==> config.mk <==
export PLATFORM = sky130hd
export DESIGN_NAME = vecmax_msp
export DESIGN_NICKNAME = d
export VERILOG_FILES = /design/src/rtl/vecmax_msp.sv
export SDC_FILE = /design/constraint.sdc
export NUM_CORES = 1
export LEC_CHECK = 0
export ABC_AREA = 1
export ABC_CLOCK_PERIOD_IN_PS = 8850
export BUFFER_PORTS_ARGS = -buffer_cell sky130_fd_sc_hd__buf_2
export CELL_PAD_IN_SITES_DETAIL_PLACEMENT = 0
export CELL_PAD_IN_SITES_GLOBAL_PLACEMENT = 1
export CORE_ASPECT_RATIO = 1.75
export CORE_MARGIN = 1
export CORE_UTILIZATION = 53
export CTS_BUF_LIST = sky130_fd_sc_hd__clkbuf_4
export DETAILED_ROUTE_END_ITERATION = 7
export PLACE_DENSITY_LB_ADDON = 0.08
export SETUP_SLACK_MARGIN = 0.5
export SYNTH_ARGS = -nofsm -noshare
export SYNTH_HDL_FRONTEND = slang
export SYNTH_SLANG_ARGS = --single-unit
==> constraint.sdc <==
create_clock -name mclk -period 8.85 [get_ports mclk]
set_input_delay 0.4425 -clock mclk [delete_from_list [all_inputs] [get_ports mclk]]
set_output_delay 0.4425 -clock mclk [all_outputs]
set_load 0.01 [all_outputs]
==> src/rtl/vecmax_msp.sv <==
`default_nettype none
// ============================================================================
// Module   : vecmax_msp
// Purpose  : openMSP430 peripheral that reduces a stream of samples to a single
//            max/min result (unsigned or signed). Software pushes samples into
//            an input FIFO, sets LEN and MODE, starts a run, polls STATUS and
//            then reads RESULT.
// Ports    : mclk      - clock
//            puc_rst   - synchronous active-high reset
//            per_addr  - peripheral word address
//            per_din   - write data
//            per_en    - bus access enable
//            per_we    - byte write enables (2'b11 write, 2'b00 read)
//            per_dout  - combinational read data, zero when not selected
// Map      : +0 DATA(WO) +1 CTRL(WO) +2 RESULT(RO) +3 STATUS(RO) +4 LEN(RW)
// Revision : 1.0 - initial release
// ============================================================================
module vecmax_msp #(
    parameter logic [13:0] BASE_ADDR = 14'h00A0,
    parameter int          DW        = 16,
    parameter int          DEPTH     = 8,
    parameter int          LEN_W     = 8
) (
    input  logic        mclk,
    input  logic        puc_rst,
    input  logic [13:0] per_addr,
    input  logic [15:0] per_din,
    input  logic        per_en,
    input  logic [1:0]  per_we,
    output logic [15:0] per_dout
);

    localparam int               c_AW    = (DEPTH > 1) ? $clog2(DEPTH) : 1;
    localparam int               c_CW    = c_AW + 1;
    localparam logic [c_CW-1:0]  c_DEPTH = c_CW'(DEPTH);

    localparam logic [2:0] c_OFF_DATA   = 3'd0;
    localparam logic [2:0] c_OFF_CTRL   = 3'd1;
    localparam logic [2:0] c_OFF_RESULT = 3'd2;
    localparam logic [2:0] c_OFF_STATUS = 3'd3;
    localparam logic [2:0] c_OFF_LEN    = 3'd4;

    // Two's complement extremes at the sample width
    localparam logic [DW-1:0] c_MOST_NEG = DW'(1) << (DW - 1);
    localparam logic [DW-1:0] c_MOST_POS = ~c_MOST_NEG;

    typedef enum logic [1:0] {
        S_IDLE = 2'd0,
        S_RUN  = 2'd1,
        S_DONE = 2'd2
    } state_t;

    // ------------------------------------------------------------------
    // Bus decode
    // ------------------------------------------------------------------
    logic [13:0] w_offset;
    logic        w_hit;
    logic        w_wr;
    logic        w_rd;
    logic        w_data_wr;
    logic        w_ctrl_wr;
    logic        w_len_wr;
    logic        w_result_rd;
    logic        w_start;
    logic        w_clear;

    assign w_offset    = per_addr - BASE_ADDR;
    // The lower-bound test stops addresses below the block from wrapping in
    assign w_hit       = (per_addr >= BASE_ADDR) && (w_offset < 14'd5);
    assign w_wr        = per_en && w_hit && (per_we == 2'b11);
    assign w_rd        = per_en && w_hit && (per_we == 2'b00);
    assign w_data_wr   = w_wr && (w_offset[2:0] == c_OFF_DATA);
    assign w_ctrl_wr   = w_wr && (w_offset[2:0] == c_OFF_CTRL);
    assign w_len_wr    = w_wr && (w_offset[2:0] == c_OFF_LEN);
    assign w_result_rd = w_rd && (w_offset[2:0] == c_OFF_RESULT);
    // CLEAR dominates START when both bits are written together
    assign w_start     = w_ctrl_wr && per_din[0] && !per_din[1];
    assign w_clear     = w_ctrl_wr && per_din[1];

    // ------------------------------------------------------------------
    // State
    // ------------------------------------------------------------------
    state_t            state_q, state_d;
    logic [DW-1:0]     mem_q [DEPTH];
    logic [c_AW-1:0]   wptr_q, wptr_d;
    logic [c_AW-1:0]   rptr_q, rptr_d;
    logic [c_CW-1:0]   count_q, count_d;
    logic              ovf_q, ovf_d;
    logic [DW-1:0]     acc_q, acc_d;
    logic [LEN_W-1:0]  rem_q, rem_d;
    logic [1:0]        run_mode_q, run_mode_d;
    logic [1:0]        mode_q, mode_d;
    logic [LEN_W-1:0]  len_q, len_d;

    logic              w_busy;
    logic              w_done;
    logic              w_load;
    logic              w_pop;
    logic              w_push_ok;
    logic              w_empty;
    logic              w_full;
    logic [DW-1:0]     w_head;
    logic              w_take;
    logic [DW-1:0]     w_ident;
    logic [15:0]       w_result;
    logic [15:0]       w_status;

    assign w_empty = (count_q == '0);
    assign w_full  = (count_q == c_DEPTH);
    assign w_head  = mem_q[rptr_q];

    // ------------------------------------------------------------------
    // Control FSM
    // ------------------------------------------------------------------
    always_ff @(posedge mclk) begin
        if (puc_rst) begin
            state_q <= S_IDLE;
        end else begin
            state_q <= state_d;
        end
    end

    always_comb begin
        state_d = state_q;
        w_busy  = 1'b0;
        w_done  = 1'b0;
        w_load  = 1'b0;
        w_pop   = 1'b0;
        case (state_q)
            S_IDLE: begin
                if (w_start) begin
                    w_load  = 1'b1;
                    state_d = (len_q == '0) ? S_DONE : S_RUN;
                end
            end
            S_RUN: begin
                w_busy = 1'b1;
                // The last pop leaves remaining at zero; DONE follows one edge later
                if (rem_q == '0) begin
                    state_d = S_DONE;
                end else if (!w_empty) begin
                    w_pop = 1'b1;
                end
            end
            S_DONE: begin
                w_done = 1'b1;
                if (w_start) begin
                    w_load  = 1'b1;
                    state_d = (len_q == '0) ? S_DONE : S_RUN;
                end else if (w_result_rd) begin
                    state_d = S_IDLE;
                end
            end
            default: begin
                state_d = S_IDLE;
            end
        endcase
        if (w_clear) begin
            state_d = S_IDLE;
            w_load  = 1'b0;
            w_pop   = 1'b0;
        end
    end

    // ------------------------------------------------------------------
    // Reduction operator and per-mode identity
    // ------------------------------------------------------------------
    always_comb begin
        w_take = 1'b0;
        case (run_mode_q)
            2'd0:    w_take = (w_head > acc_q);
            2'd1:    w_take = (w_head < acc_q);
            2'd2:    w_take = ($signed(w_head) > $signed(acc_q));
            default: w_take = ($signed(w_head) < $signed(acc_q));
        endcase
    end

    always_comb begin
        w_ident = '0;
        case (mode_d)
            2'd0:    w_ident = '0;
            2'd1:    w_ident = '1;
            2'd2:    w_ident = c_MOST_NEG;
            default: w_ident = c_MOST_POS;
        endcase
    end

    // ------------------------------------------------------------------
    // Datapath next state
    // ------------------------------------------------------------------
    // A push into a full FIFO still fits when the head leaves in the same cycle
    assign w_push_ok = w_data_wr && (!w_full || w_pop);

    always_comb begin
        wptr_d     = wptr_q;
        rptr_d     = rptr_q;
        count_d    = count_q;
        ovf_d      = ovf_q;
        acc_d      = acc_q;
        rem_d      = rem_q;
        run_mode_d = run_mode_q;
        mode_d     = w_ctrl_wr ? per_din[3:2] : mode_q;
        len_d      = w_len_wr ? per_din[LEN_W-1:0] : len_q;

        if (w_clear) begin
            wptr_d  = '0;
            rptr_d  = '0;
            count_d = '0;
            ovf_d   = 1'b0;
            acc_d   = '0;
        end else begin
            if (w_push_ok) begin
                wptr_d = wptr_q + 1'b1;
            end
            if (w_pop) begin
                rptr_d = rptr_q + 1'b1;
            end
            case ({w_push_ok, w_pop})
                2'b10:   count_d = count_q + 1'b1;
                2'b01:   count_d = count_q - 1'b1;
                default: count_d = count_q;
            endcase
            if (w_data_wr && !w_push_ok) begin
                ovf_d = 1'b1;
            end
            if (w_load) begin
                // MODE arrives in the same CTRL write as START
                acc_d      = w_ident;
                run_mode_d = mode_d;
                rem_d      = len_q;
            end else if (w_pop) begin
                acc_d = w_take ? w_head : acc_q;
                rem_d = rem_q - 1'b1;
            end
        end
    end

    always_ff @(posedge mclk) begin
        if (puc_rst) begin
            wptr_q     <= '0;
            rptr_q     <= '0;
            count_q    <= '0;
            ovf_q      <= 1'b0;
            acc_q      <= '0;
            rem_q      <= '0;
            run_mode_q <= 2'd0;
            mode_q     <= 2'd0;
            len_q      <= '0;
        end else begin
            wptr_q     <= wptr_d;
            rptr_q     <= rptr_d;
            count_q    <= count_d;
            ovf_q      <= ovf_d;
            acc_q      <= acc_d;
            rem_q      <= rem_d;
            run_mode_q <= run_mode_d;
            mode_q     <= mode_d;
            len_q      <= len_d;
        end
    end

    // FIFO storage carries no reset; occupancy is tracked by the pointers
    always_ff @(posedge mclk) begin
        if (w_push_ok && !w_clear) begin
            mem_q[wptr_q] <= per_din[DW-1:0];
        end
    end

    // ------------------------------------------------------------------
    // Read mux
    // ------------------------------------------------------------------
    // Extension follows the mode the accumulator was built with
    assign w_result = run_mode_q[1] ? 16'($signed(acc_q)) : 16'(acc_q);
    assign w_status = {8'(count_q), 3'b000, ovf_q, w_empty, w_full, w_done, w_busy};

    always_comb begin
        per_dout = 16'h0000;
        if (w_rd) begin
            case (w_offset[2:0])
                c_OFF_RESULT: per_dout = w_result;
                c_OFF_STATUS: per_dout = w_status;
                c_OFF_LEN:    per_dout = 16'(len_q);
                default:      per_dout = 16'h0000;
            endcase
        end
    end

endmodule
`default_nettype wire

==> run summary <==
The total routed wirelength came out at 20.26 mm. The number of flops mapped to enable cells by yosys came out at 128. In this run the remaining antenna-violating nets after routing total 0. The number of standard-cell rows in the floorplan is 61. The pre-antenna-repair detailed-routing pass consisted of 8 iterations.

STA puts the critical path data required time at 9.32 ns. Counting distinct cell types in the post-synthesis netlist gives 42. The number of clock buffers inserted by TritonCTS is 17. The via count normalized by instance count came out at 5.530. nor2_1 is the most common cell in the netlist. The number of nets in the synthesized netlist came out at 1006.

The design internal power came out at 1.084 mW. The power per unit of standard cell area came out at 149.7 nW/um^2. The maximum fanout count along the critical path came out at 33. The H-tree depth reported by CTS is 4. The switching power share of the total came out at 22.15%. The area overhead of the layout relative to synthesis is 8.370%. Setup repair after global routing left no endpoint under its margin. Sequential cells account for 64.6% of the total power. STA classifies the critical path startpoint as a flip-flop.

The maximum single-stage delay on the critical path came out at 0.74 ns. The highest achievable clock rate is 222.8 MHz. The critical path capture point type is a flip-flop.

Among cell families on the critical path, the largest total delay comes from simple AND/OR/NAND/NOR gates. In the routed design, unresolved DRC markers number 3. Across the run, the number of max-cap violations was 0. Once the clock tree was built, the setup fixing pass inserted 0 buffers. The commonest cells after synthesis are nor2_1 (203), nand2_1 (129), edfxtp_1 (128). The total standard cell area after synthesis came out at 8581 sq um. The number of global-route vias before repair is 6565. The count of nets after finishing came out at 1053.

The clock edge transition at the registers on the reported setup and hold paths is 0.15 ns. For the pin with the worst max-slew slack, the measured transition is 1.084 ns. The number of setup violations in the final report is 0. Walking the worst path, the cells encountered are buf_4, inv_1, o21ai_0, o22ai_1, inv_1, o21ai_0, ha_1, a21oi_1, o21ai_0, a21oi_1, nand2_1, nand2_1, nand3_1, nand3_1, nand3_2, nand2_1, nor2_1, nor2_1, nor2_1. The initial detailed-routing violation count came out at 318.

The layout has 1433 filler cells. The via count of the routed design came out at 6620. The shortest period the worst path allows is 4.488 ns.

The initial antenna violation count is 1. The share of the Yosys chip area taken by registers is 56.93%. The number of buffers inserted by port buffering came out at 50. The final reports fail on design-rule violations. The worst-case IR drop observed on VDD is 176.0 uV. The synthesized design spends more area on one cell type than any other, namely edfxtp_1.

The height of the chip came out at 170.3 um. The post-synthesis register bit count came out at 180. The most used flip-flop cell after synthesis is edfxtp_1. The core occupancy in the finished layout came out at 58.58%. The CTS sink count is 180. The share of total power in the clock network came out at 32.7%. The weighted congestion reported at the end of routability-driven placement came out at 0.9016.

The post-CTS resize count came out at 0. Together, buffers and inverters on the worst path number 3. 51 I/O pins were placed.

The run finished, with violations left. The overall routing resource usage came out at 25.75%. The worst-skew pair later-pin latency is 0.58 ns. The fraction of final layout cells sized beyond drive strength 1 is 12.81%.

The final global-route overflow total came out at 0. The gate count of the mapped netlist came out at 947. For the final routed database, the setup TNS stands at 0 ns.

The HPWL after detailed placement came out at 14.08 mm. The final clock period utilization by the worst path came out at 50.72%. The final count of pins violating max slew is 0. The wire length of the first global-routing pass is 32.38 mm. The mean instance size in the synthesized netlist came out at 9.061 sq um.

The core outline area came out at 15880 sq um. The final routed wire length divided by cell count came out at 16.93 um. The static leakage came out at 3.678 nW. From left edge to right edge, the die measures 98.19 um.

Entering global routing, the biggest net connects 66 pins. The overall die area is 16720 sq um. The cell with the largest stage delay on the worst path is inv_1. The critical path is of the flip-flop to flip-flop type. In the post-synthesis netlist, the biggest area contributors are edfxtp_1 (45%), dfxtp_1 (12%), nor2_1 (8.9%), nand2_1 (5.6%), o21ai_0 (4.9%). The area share of the leading cell type in the synthesized netlist came out at 44.79%. Measured against its own limit, the worst slew margin works out to 27.67%. For this run, the number of Yosys warnings is 0.

The clock root buffer is clkbuf_4. Once the floorplan was initialized, standard cells occupied 54.05% of the core. The post-cts hold buffer count came out at 0. The maximum number of buffers from clock root to sink came out at 2. In this run the worst hold path is classified as primary input to flip-flop.

Counting flops with an async set or reset pin after synthesis yields a share of 0%. The portion of total power attributed to combinational logic is 2.6%. The TritonCTS clock tree is built. The data arrival time of the critical path is 4.96 ns. The worst setup skew after layout came out at 0.03170 ns. The switching power of the nets came out at 0.3083 mW. The hold violation count in the final report is 0.
## cell usage in the layout, fill, tap and decap left out, types with 3 or more instances in the layout
master      synthesis  routed
o22ai_1            23      23
a21oi_1            21      21
xor2_1              4       4
dfxtp_1            52      51
a211oi_1            5       5
nand3_1            47      47
nor2_1            203     203
clkinv_4            0       3
o221ai_1            6       6
inv_1             102     102
nor3_1              4       4
edfxtp_1          128     128
xnor2_1             3       3
a31oi_1            15      15
buf_2               7      50
a22oi_1             5       5
o32ai_1             3       3
nand2_1           129     129
buf_4               0      12
clkinvlp_4          0       4
o21ai_0            84      84
nand2_2             7       7
nor2_2              7       7
nand4_1             7       7
nor2_4              5       5
clkinv_1            2       3
clkbuf_4            0      18
ha_1               23      23
inv_2              10      10
## worst register-to-register path, stage by stage (launching register included)
cell and delay (ns):
dfxtp_1 0.32, buf_4 0.24, inv_1 0.75, o21ai_0 0.23, o22ai_1 0.17, inv_1 0.06, o21ai_0 0.26, ha_1 0.31
a21oi_1 0.27, o21ai_0 0.12, a21oi_1 0.30, nand2_1 0.15, nand2_1 0.10, nand3_1 0.09, nand3_1 0.11, nand3_2 0.09
nand2_1 0.53, nor2_1 0.12, nor2_1 0.13, nor2_1 0.05
## registers in the layout, indices dropped and copies added (netlist names), named ones only
signal      count
mem_q         128
acc_q          16
len_q           8
rem_q           8
count_q         4
rptr_q          3
wptr_q          3
mode_q          2
run_mode_q      2
state_q         2
ovf_q           1
## per-layer routing
metal	GRT usage [%]	share of wire, %	vias to the layer above
met3	4.559	3.7	51
met1	26.15	38	3120
met4	15.44	4.1	0
met2	48.53	54	167
li1	-	-	3282
met5	0	0	-
## per-stage QoR
| stage | hold slack [ns] | std cells | instance area, sq um | setup slack, ns | power, mW |
|---|---|---|---|---|---|
| global placement | 0.4513 | 1164 | 9007 | 4.588 | 0.9542 |
| global route | 0.08097 | 1197 | 9299 | 3.916 | 1.437 |
| floorplan | 0.4297 | 947 | 8581 | 5.841 | 0.9345 |
| CTS | 0.06457 | 1196 | 9296 | 4.344 | 1.406 |
| detailed placement | 0.4616 | 1164 | 9007 | 4.358 | 0.9556 |
| finish | 0.1251 | 1197 | 9299 | 4.362 | 1.392 |
## worst paths after layout
check / end / depth (start not counted) / slack (ns) / from
setup / recovery: acc_q[7] / 19 / 4.36 / flip-flop
hold / removal: mem_q[2][14] / 1 / 0.13 / per_din[14]
setup reg to reg: acc_q[7] / 19 / 4.36 / flip-flop
hold reg to reg: ovf_q / 2 / 0.48 / ovf_q
## power groups by stage
stage               Sequential, mW  Combinational (mW)  Clock (mW)
floorplan                    0.919              0.0155           0
global placement             0.919              0.0356           0
detailed placement           0.919              0.0370           0
CTS                          0.900              0.0371       0.469
global route                 0.900              0.0413       0.495
finish                       0.900              0.0367       0.456
## cells by family (layout without fill, tap and decap cells)
family / after synthesis / in the layout / share of synthesized area (%)
compound gates: 170 / 170 / 11.37
fa+ha+maj: 24 / 24 / 3.587
simple gates: 418 / 418 / 20.65
other cells: 0 / 1 / 0
buf+inv: 148 / 208 / 6.751
xor+xnor: 7 / 7 / 0.7145
flops: 180 / 180 / 56.93
## final cells by class
type	count	area (sq um)	share of cell area (%)
sequential	180	4886	52.54
inverter	114	427.9	4.602
timing repair buffer	62	340.3	3.660
clock inverter	14	153.9	1.655
tap	189	236.5	2.543
multi-input combinational	619	3117	33.52
antenna	1	2.502	0.02691
clock buffer	18	135.1	1.453
Power figures use the tool's default switching activity.
